==> config.mk <==
export PLATFORM = sky130hd
export DESIGN_NAME = fir_tap_scheduler
export DESIGN_NICKNAME = d
export VERILOG_FILES = /design/src/rtl/fir_tap_scheduler.sv
export SDC_FILE = /design/constraint.sdc
export NUM_CORES = 1
export LEC_CHECK = 0
export ABC_AREA = 1
export BUFFER_PORTS_ARGS = -buffer_cell sky130_fd_sc_hd__buf_2
export CAP_MARGIN = 20
export CORE_MARGIN = 4
export CORE_UTILIZATION = 30
export CTS_BUF_LIST = sky130_fd_sc_hd__clkbuf_8
export CTS_CLUSTER_DIAMETER = 100
export DETAILED_ROUTE_END_ITERATION = 7
export GPL_TIMING_DRIVEN = 0
export PLACE_DENSITY = 0.47
export SLEW_MARGIN = 20
export SYNTH_ARGS = -nofsm -noshare
export SYNTH_HDL_FRONTEND = slang
export SYNTH_SLANG_ARGS = --single-unit
export TNS_END_PERCENT = 100
==> constraint.sdc <==
create_clock -name clk -period 8.7 [get_ports clk]
set_input_delay 0.435 -clock clk [delete_from_list [all_inputs] [get_ports clk]]
set_output_delay 0.435 -clock clk [all_outputs]
set_load 0.005 [all_outputs]
==> src/rtl/fir_tap_scheduler.sv <==
// rtl/fir_tap_scheduler.sv - 6-tap FIR built from one shared multiplier and an accumulator
module fir_tap_scheduler #(
   parameter int W     = 16,
   parameter int CW    = 16,
   parameter int TAPS  = 6,
   parameter int ACC_W = W + CW + 3
) (
   input  logic                    clk,
   input  logic                    rst,
   input  logic                    in_valid,
   output logic                    in_ready,
   input  logic signed [W-1:0]     in_data,
   output logic                    out_valid,
   input  logic                    out_ready,
   output logic signed [ACC_W-1:0] out_data,
   input  logic                    cfg_we,
   input  logic [2:0]              cfg_addr,
   input  logic signed [CW-1:0]    cfg_data,
   output logic                    cfg_err,
   output logic                    busy
);

   typedef enum logic [1:0] {IDLE, MAC, DONE} state_t;

   state_t                  state;
   logic signed [W-1:0]     dline [TAPS];
   logic signed [CW-1:0]    coef  [TAPS];
   logic signed [ACC_W-1:0] acc;
   logic [2:0]              k;

   logic signed [W+CW-1:0]  prod;
   logic signed [ACC_W-1:0] prod_ext;
   logic signed [ACC_W-1:0] acc_sum;
   logic                    coef_ok;

   assign prod     = coef[k] * dline[k];
   assign prod_ext = {{(ACC_W-W-CW){prod[W+CW-1]}}, prod};
   assign acc_sum  = acc + prod_ext;

   // Coefficients are frozen outside IDLE so a running sum never mixes banks.
   assign coef_ok  = cfg_we && (state == IDLE) && (cfg_addr < 3'(TAPS));

   // Decoded from the state register only; low while reset is held.
   assign in_ready = (state == IDLE) && !rst;

   always_ff @(posedge clk or posedge rst) begin
      if (rst) begin
         state     <= IDLE;
         acc       <= '0;
         out_data  <= '0;
         k         <= '0;
         out_valid <= 1'b0;
         busy      <= 1'b0;
         cfg_err   <= 1'b0;
         for (int i = 0; i < TAPS; i++) begin
            dline[i] <= '0;
            coef[i]  <= '0;
         end
      end else begin
         cfg_err <= cfg_we && !coef_ok;
         if (coef_ok)
            coef[cfg_addr] <= cfg_data;

         case (state)
            IDLE: begin
               if (in_valid) begin
                  for (int i = TAPS - 1; i > 0; i--)
                     dline[i] <= dline[i-1];
                  dline[0] <= in_data;
                  acc      <= '0;
                  k        <= '0;
                  busy     <= 1'b1;
                  state    <= MAC;
               end
            end
            MAC: begin
               acc <= acc_sum;
               k   <= k + 3'd1;
               if (k == 3'(TAPS - 1)) begin
                  out_data  <= acc_sum;
                  out_valid <= 1'b1;
                  state     <= DONE;
               end
            end
            DONE: begin
               if (out_ready) begin
                  out_valid <= 1'b0;
                  busy      <= 1'b0;
                  state     <= IDLE;
               end
            end
            default: state <= IDLE;
         endcase
      end
   end

endmodule

# == Word-level counts from Yosys, hierarchy flattened ==
# Index checks and enable logic that the tools add are counted.
# totals
register_bits,270
n_memories,0
rom_bits,0
out_inout_bits,39
latch_bits,0
elab_cells,73
in_bits,40
mem_bits_rw,0
# classes
n_eq_ne,6
order_cmp,4
addsub,2
muxes,22
multipliers,1
div_mod_pow,0
bitwise,2
n_reduce_logical,17
shifts,0
# op_table
cell,n
$bmux W16 S3,2
$bwmux W96,1
$mux W16,5
$pmux W35 S2,1
$demux W16 S3,1
$add A35 B32 Y35,1
$mux W35,1
$mul A16 B16 Y32,1
$reduce_and A3 Y1,3
$ge A4 B4 Y1 const B,2
$not A3 Y4,2
$mux W2,3
$ne A2 B2 Y1 const B,3
$pmux W2 S3,1
$pmux W3 S2,1
$reduce_and A2 Y1,3
$reduce_bool A2 Y1,3
$logic_and A1 B1 Y1,5
$lt A4 B1 Y1 const B,1
$pmux W1 S2,2
$add A3 B1 Y3 const B,1
$eq A3 B3 Y1 const B,1
$lt A3 B3 Y1 const B,1
$mux W1,3
5 further kinds,6

# == Logic depth before layout (Yosys ltp) ==
# logic_depth
ltp_word,7
mapped_depth,35
mapped_depth_nobuf,33

# == Least setup slack after synthesis ==
# Ideal clock, no wire load.
# synth_timing
path_type,register -> register
start,register k[0]
end,register acc[34]
period_less_slack_ps,6339
t_arrival_ps,6221
slack_ps,2361
required_ps,8582
n_path_buf,3
stages_incl_launch_ff,32
setup_ps,118
path_cell_list,dfrtp_1 -> buf_4 -> buf_2 -> o21ai_0 -> o21ai_1 -> nand2_1 -> o21ai_2 -> buf_4 -> nand2_1 -> inv_2 -> fa_1 -> inv_1 -> fa_1 -> inv_1 -> fa_1 -> inv_1 -> fa_1 -> inv_1 -> fa_1 -> inv_1 -> fa_1 -> inv_1 -> ha_1 -> nand2_1 -> inv_1 -> nand2_1 -> nor4_1 -> nand2_1 -> nand2_1 -> nand3_1 -> nand3_1 -> nand2_1
# synth_via
elab_chain_cells,7
elab_cells_between_ends,10
cone_classes,add/sub (1); mul (1); mux (7); bitwise (1)
# synth_lines
element,line_no,text
from (decl),29,logic [2:0] k;
from (signal assigned),78,k <= k + 3'd1;
$not A3 Y4 (implied by the code) *,36,assign prod = coef[k] * dline[k];
$bmux W16 S3,36,
$mux W16 (implied by the code) (2 in a row),36,
$mul A16 B16 Y32 *,36,
$add A35 B32 Y35 *,38,assign acc_sum = acc + prod_ext;
$pmux W35 S2 *,64,case (state)
to (signal assigned),77,acc <= acc_sum;
to (decl),28,logic signed [ACC_W-1:0] acc;
# Every way passes the cells marked *; elsewhere a longest branch is shown, timed or not. The select of a mux whose other input is x is not followed.
# A chain may end at the register's enable or synchronous reset.

# == Worst setup path in the final report ==
# layout_timing
start,register k[0]
end,register acc[22]
# The elaborated chain is that of the path after synthesis.

==> out/qor_table.md <==
| Item | Value | Unit |
| --- | --- | --- |
| Total nets after synthesis | 3337 | - |
| CP Class | reg -> reg | - |
| Starting DRC count in detailed routing | 1288 | - |
| Maximum clock skew at final layout | 0.0439 | ns |
| Launch instance of the worst min-delay path | in_data[0] | - |
| Number of nets at the end of the flow | 3487 | - |
| Total Wirelength | 76.4 | mm |
| Most frequent cells in the layout | sky130_fd_sc_hd__nand2_1, sky130_fd_sc_hd__inv_1, sky130_fd_sc_hd__fa_1, sky130_fd_sc_hd__dfrtp_1, sky130_fd_sc_hd__o21ai_0 | - |
| Worst relative slew slack | 29.5 | % |
| Area of the core region | 78000 | sq um |
| Total via count after detailed routing | 19100 | - |
| WP data arrival | 8.44 | ns |
| RSZ-0062 raised after global routing | no | - |
| Worst Setup SP | k[0] | - |
| Starting Density | 30.5 | % |
| Warnings, synthesis | 0 | - |
| Router iterations before antenna repair | 5 | - |
| Cell area after technology mapping | 23800 | sq um |
| Most frequent standard cell in the layout excluding fill and tap cells | sky130_fd_sc_hd__nand2_1 | - |
| I/O Pins | 79 | - |
| Count of buffers from port buffering | 78 | - |
| Part of the Yosys area used for sequential elements | 28.4 | % |
| Standard-cell rows | 102 | - |
| Signed area change from the synthesized netlist to the final layout | 12.5 | % |
| Proportion of register bits with asynchronous set or reset after synthesis | 100 | % |
| Wire length of the first global-routing pass | 121 | mm |
| Max Root-Sink Buffers | 3 | - |
| Postcts setup bufs | 0 | - |
| Mapped Avg Cell Area | 8.25 | sq um |
| H-tree depth reported by CTS | 2 | - |
| Worst Setup End Kind | flip-flop | - |
| Number of cells in the design after placement | 4002 | - |
| Latest clock arrival within the worst-skew pair | 0.64 | ns |
| Outcome | complete, no violations | - |
| Wirelength per Cell | 18.6 | um |
| Hold Violations, Final | 0 | - |
| Path type of the worst min-delay path | in -> reg | - |
| Worst-case hold slack | 0.0693 | ns |
| Maximum frequency from static timing analysis | 127 | MHz |
| Die Width | 289 | um |
| Chip Height | 289 | um |
| TritonCTS clock tree | yes | - |
| Final standard cell utilization of the core | 34.3 | % |
| Post-synth cell types | 40 | - |
| Setup violations, final | 0 | - |
| Number of maximum-capacitance violations | 0 | - |
| Transition at the pin with the smallest max-transition slack | 1.06 | ns |
| Yosys reg bits | 270 | - |
| HPWL after DPL | 61.1 | mm |
| Post-Synthesis Cells | 2881 | - |
| Number of sinks handled by clock tree synthesis | 270 | - |
| Post-DR vias/cell | 4.67 | - |
| Root buffer cell | sky130_fd_sc_hd__clkbuf_8 | - |
| Antenna violations before repair | 4 | - |
| Crit path time final | 7.89 | ns |
| Non-Filler Instances | 4101 | - |
| Clk pin slew, worst setup/hold paths | 0.07 | ns |
| Data required, critical path | 9.24 | ns |
| Number of buffers added by the clock tree synthesis step | 50 | - |
| GPL Wtd Cong | 0.906 | - |
| Count of flip-flops with a built-in enable after synthesis | 0 | - |
| Most common flop cell mapped by yosys | sky130_fd_sc_hd__dfrtp_1 | - |
| Number of global-route vias before repair | 20000 | - |
| Startpoint of the lowest-slack register-to-register path | k[0] | - |
| Number of antenna-violating nets in the routed design | 0 | - |
| Remaining DRCs | 0 | - |
| Maximum number of pins on one net before global-route repair | 95 | - |
| GRT Total Usage | 19.0 | % |
| Final Max Slew Viols | 0 | - |
| Gr ovfl total | 0 | - |
| Die Footprint | 83800 | sq um |
| Worst Path Max Fanout | 10 | - |
| Fraction of layout instances using a drive strength above 1 | 10.0 | % |
| Portion of the clock cycle consumed by the worst path in the final layout | 90.7 | % |
| Crit path launch type | flip-flop | - |
[stage by stage]
step           setup slack (ns)  TNS [ns]  cell area [sq um]
2_1_floorplan             0.826         0              23800
3_3_place_gp              -3.28   -874.75              25500
3_5_place_dp              0.988         0              25500
4_1_cts                   0.873         0              26700
5_1_grt                   0.372         0              26700
6_report                  0.806         0              26700
[area by class of cell]
cell class / instances / area (sq um)
fill: 8421 / 51200
multi-input combinational: 1877 / 14100
sequential: 270 / 6760
inverter: 621 / 2340
tap: 1040 / 1300
clock buffer: 61 / 840
timing repair buffer: 98 / 643
buffer: 113 / 564
clock inverter: 19 / 173
antenna: 2 / 5.00
[metal layers]
layer / GRT usage (%) / wire (um) / up-vias / share of wire [%]
li1: - / - / 9005 / -
met1: 26.4 / 33900 / 9503 / 44
met2: 30.5 / 34800 / 510 / 46
met3: 3.12 / 5150 / 121 / 6.7
met4: 5.97 / 2490 / 4 / 3.3
met5: 0 / 22 / - / 0.029
[cell families (layout without fill, tap and decap cells)]
group	after synthesis	after routing	synth area share, %
fa+ha+maj	416	416	31.7
flops	270	270	28.4
xor+xnor	5	5	0.184
compound gates	435	435	9.97
simple gates	1003	1003	16.7
other cells	0	2	0
buf+inv	734	912	12.2
mux	18	18	0.853
[Yosys cell counts (3+ instances only)]
cell                         n  area (sq um)
sky130_fd_sc_hd__o211ai_1    4          30.0
sky130_fd_sc_hd__buf_2      31           155
sky130_fd_sc_hd__clkbuf_1   50           188
sky130_fd_sc_hd__o21ai_2    26           228
sky130_fd_sc_hd__nor2_2      3          18.8
sky130_fd_sc_hd__o21bai_1    5          37.5
sky130_fd_sc_hd__mux2_2     18           203
sky130_fd_sc_hd__buf_4      19           143
sky130_fd_sc_hd__inv_1     581          2180
sky130_fd_sc_hd__o21ai_1    45           225
sky130_fd_sc_hd__dfrtp_1   270          6760
sky130_fd_sc_hd__inv_2      40           150
sky130_fd_sc_hd__buf_6       4          45.0
sky130_fd_sc_hd__nand2_2     4          25.0
sky130_fd_sc_hd__or2_2       9          56.3
sky130_fd_sc_hd__nand4_1    14          87.6
sky130_fd_sc_hd__fa_1      310          6210
sky130_fd_sc_hd__nand3_1    72           360
sky130_fd_sc_hd__nor4_1      4          25.0
sky130_fd_sc_hd__nand3b_1    3          22.5
sky130_fd_sc_hd__xnor2_1     3          26.3
sky130_fd_sc_hd__ha_1      106          1330
sky130_fd_sc_hd__o22ai_1    17           106
sky130_fd_sc_hd__nand2_1   717          2690
sky130_fd_sc_hd__nor3_1      4          20.0
sky130_fd_sc_hd__o21ai_0   239          1200
sky130_fd_sc_hd__buf_1       9          33.8
sky130_fd_sc_hd__nor2_1    169           634
sky130_fd_sc_hd__a21oi_1    88           440
[path summary, 6_finish.rpt]
| path | slack, ns | depth (start not counted) | end |
|---|---|---|---|
| worst max-delay path | 0.81 | 26 | acc[22] |
| worst min-delay path | 0.07 | 3 | dline[80] |
| worst max register to register | 0.81 | 26 | acc[22] |
| worst min register to register | 0.47 | 2 | out_data[33] |
| max in group asynchronous | 7.19 | 5 | dline[67] |
| min in group asynchronous | 0.34 | 3 | coef[2] |
[worst max-delay path, stage by stage, from the launching register on]
cell and delay, ns:
sky130_fd_sc_hd__dfrtp_1 0.47, sky130_fd_sc_hd__inv_2 0.19, sky130_fd_sc_hd__clkbuf_1 0.47, sky130_fd_sc_hd__o21ai_0 0.17, sky130_fd_sc_hd__o22ai_1 0.30, sky130_fd_sc_hd__nand2_1 0.15, sky130_fd_sc_hd__o21ai_2 0.26, sky130_fd_sc_hd__buf_2 0.40
sky130_fd_sc_hd__nand2_1 0.13, sky130_fd_sc_hd__fa_1 0.54, sky130_fd_sc_hd__inv_1 0.05, sky130_fd_sc_hd__fa_1 0.48, sky130_fd_sc_hd__fa_1 0.60, sky130_fd_sc_hd__fa_1 0.44, sky130_fd_sc_hd__fa_1 0.50, sky130_fd_sc_hd__inv_1 0.05
sky130_fd_sc_hd__fa_1 0.47, sky130_fd_sc_hd__inv_1 0.04, sky130_fd_sc_hd__ha_1 0.36, sky130_fd_sc_hd__a21oi_1 0.30, sky130_fd_sc_hd__nand2_1 0.17, sky130_fd_sc_hd__a21oi_1 0.31, sky130_fd_sc_hd__nand2_1 0.24, sky130_fd_sc_hd__a21oi_1 0.21
sky130_fd_sc_hd__xor2_1 0.29, sky130_fd_sc_hd__nand2_1 0.12, sky130_fd_sc_hd__nand2_1 0.09
[sequential cells by signal, indices dropped and copies added, names as in the netlist]
name	cells
coef	96
state	2
k	3
busy	1
dline	96
acc	35
out_valid	1
cfg_err	1
out_data	35
[repair_timing]
item,CTS,global route
hold buffers,17,0
resized for setup,0,0
endpoints found under the hold margin,52,0
Power is left out: the tool's default activity adds up to more than one toggle a clock period on the data nets, which glitch-free logic cannot reach.
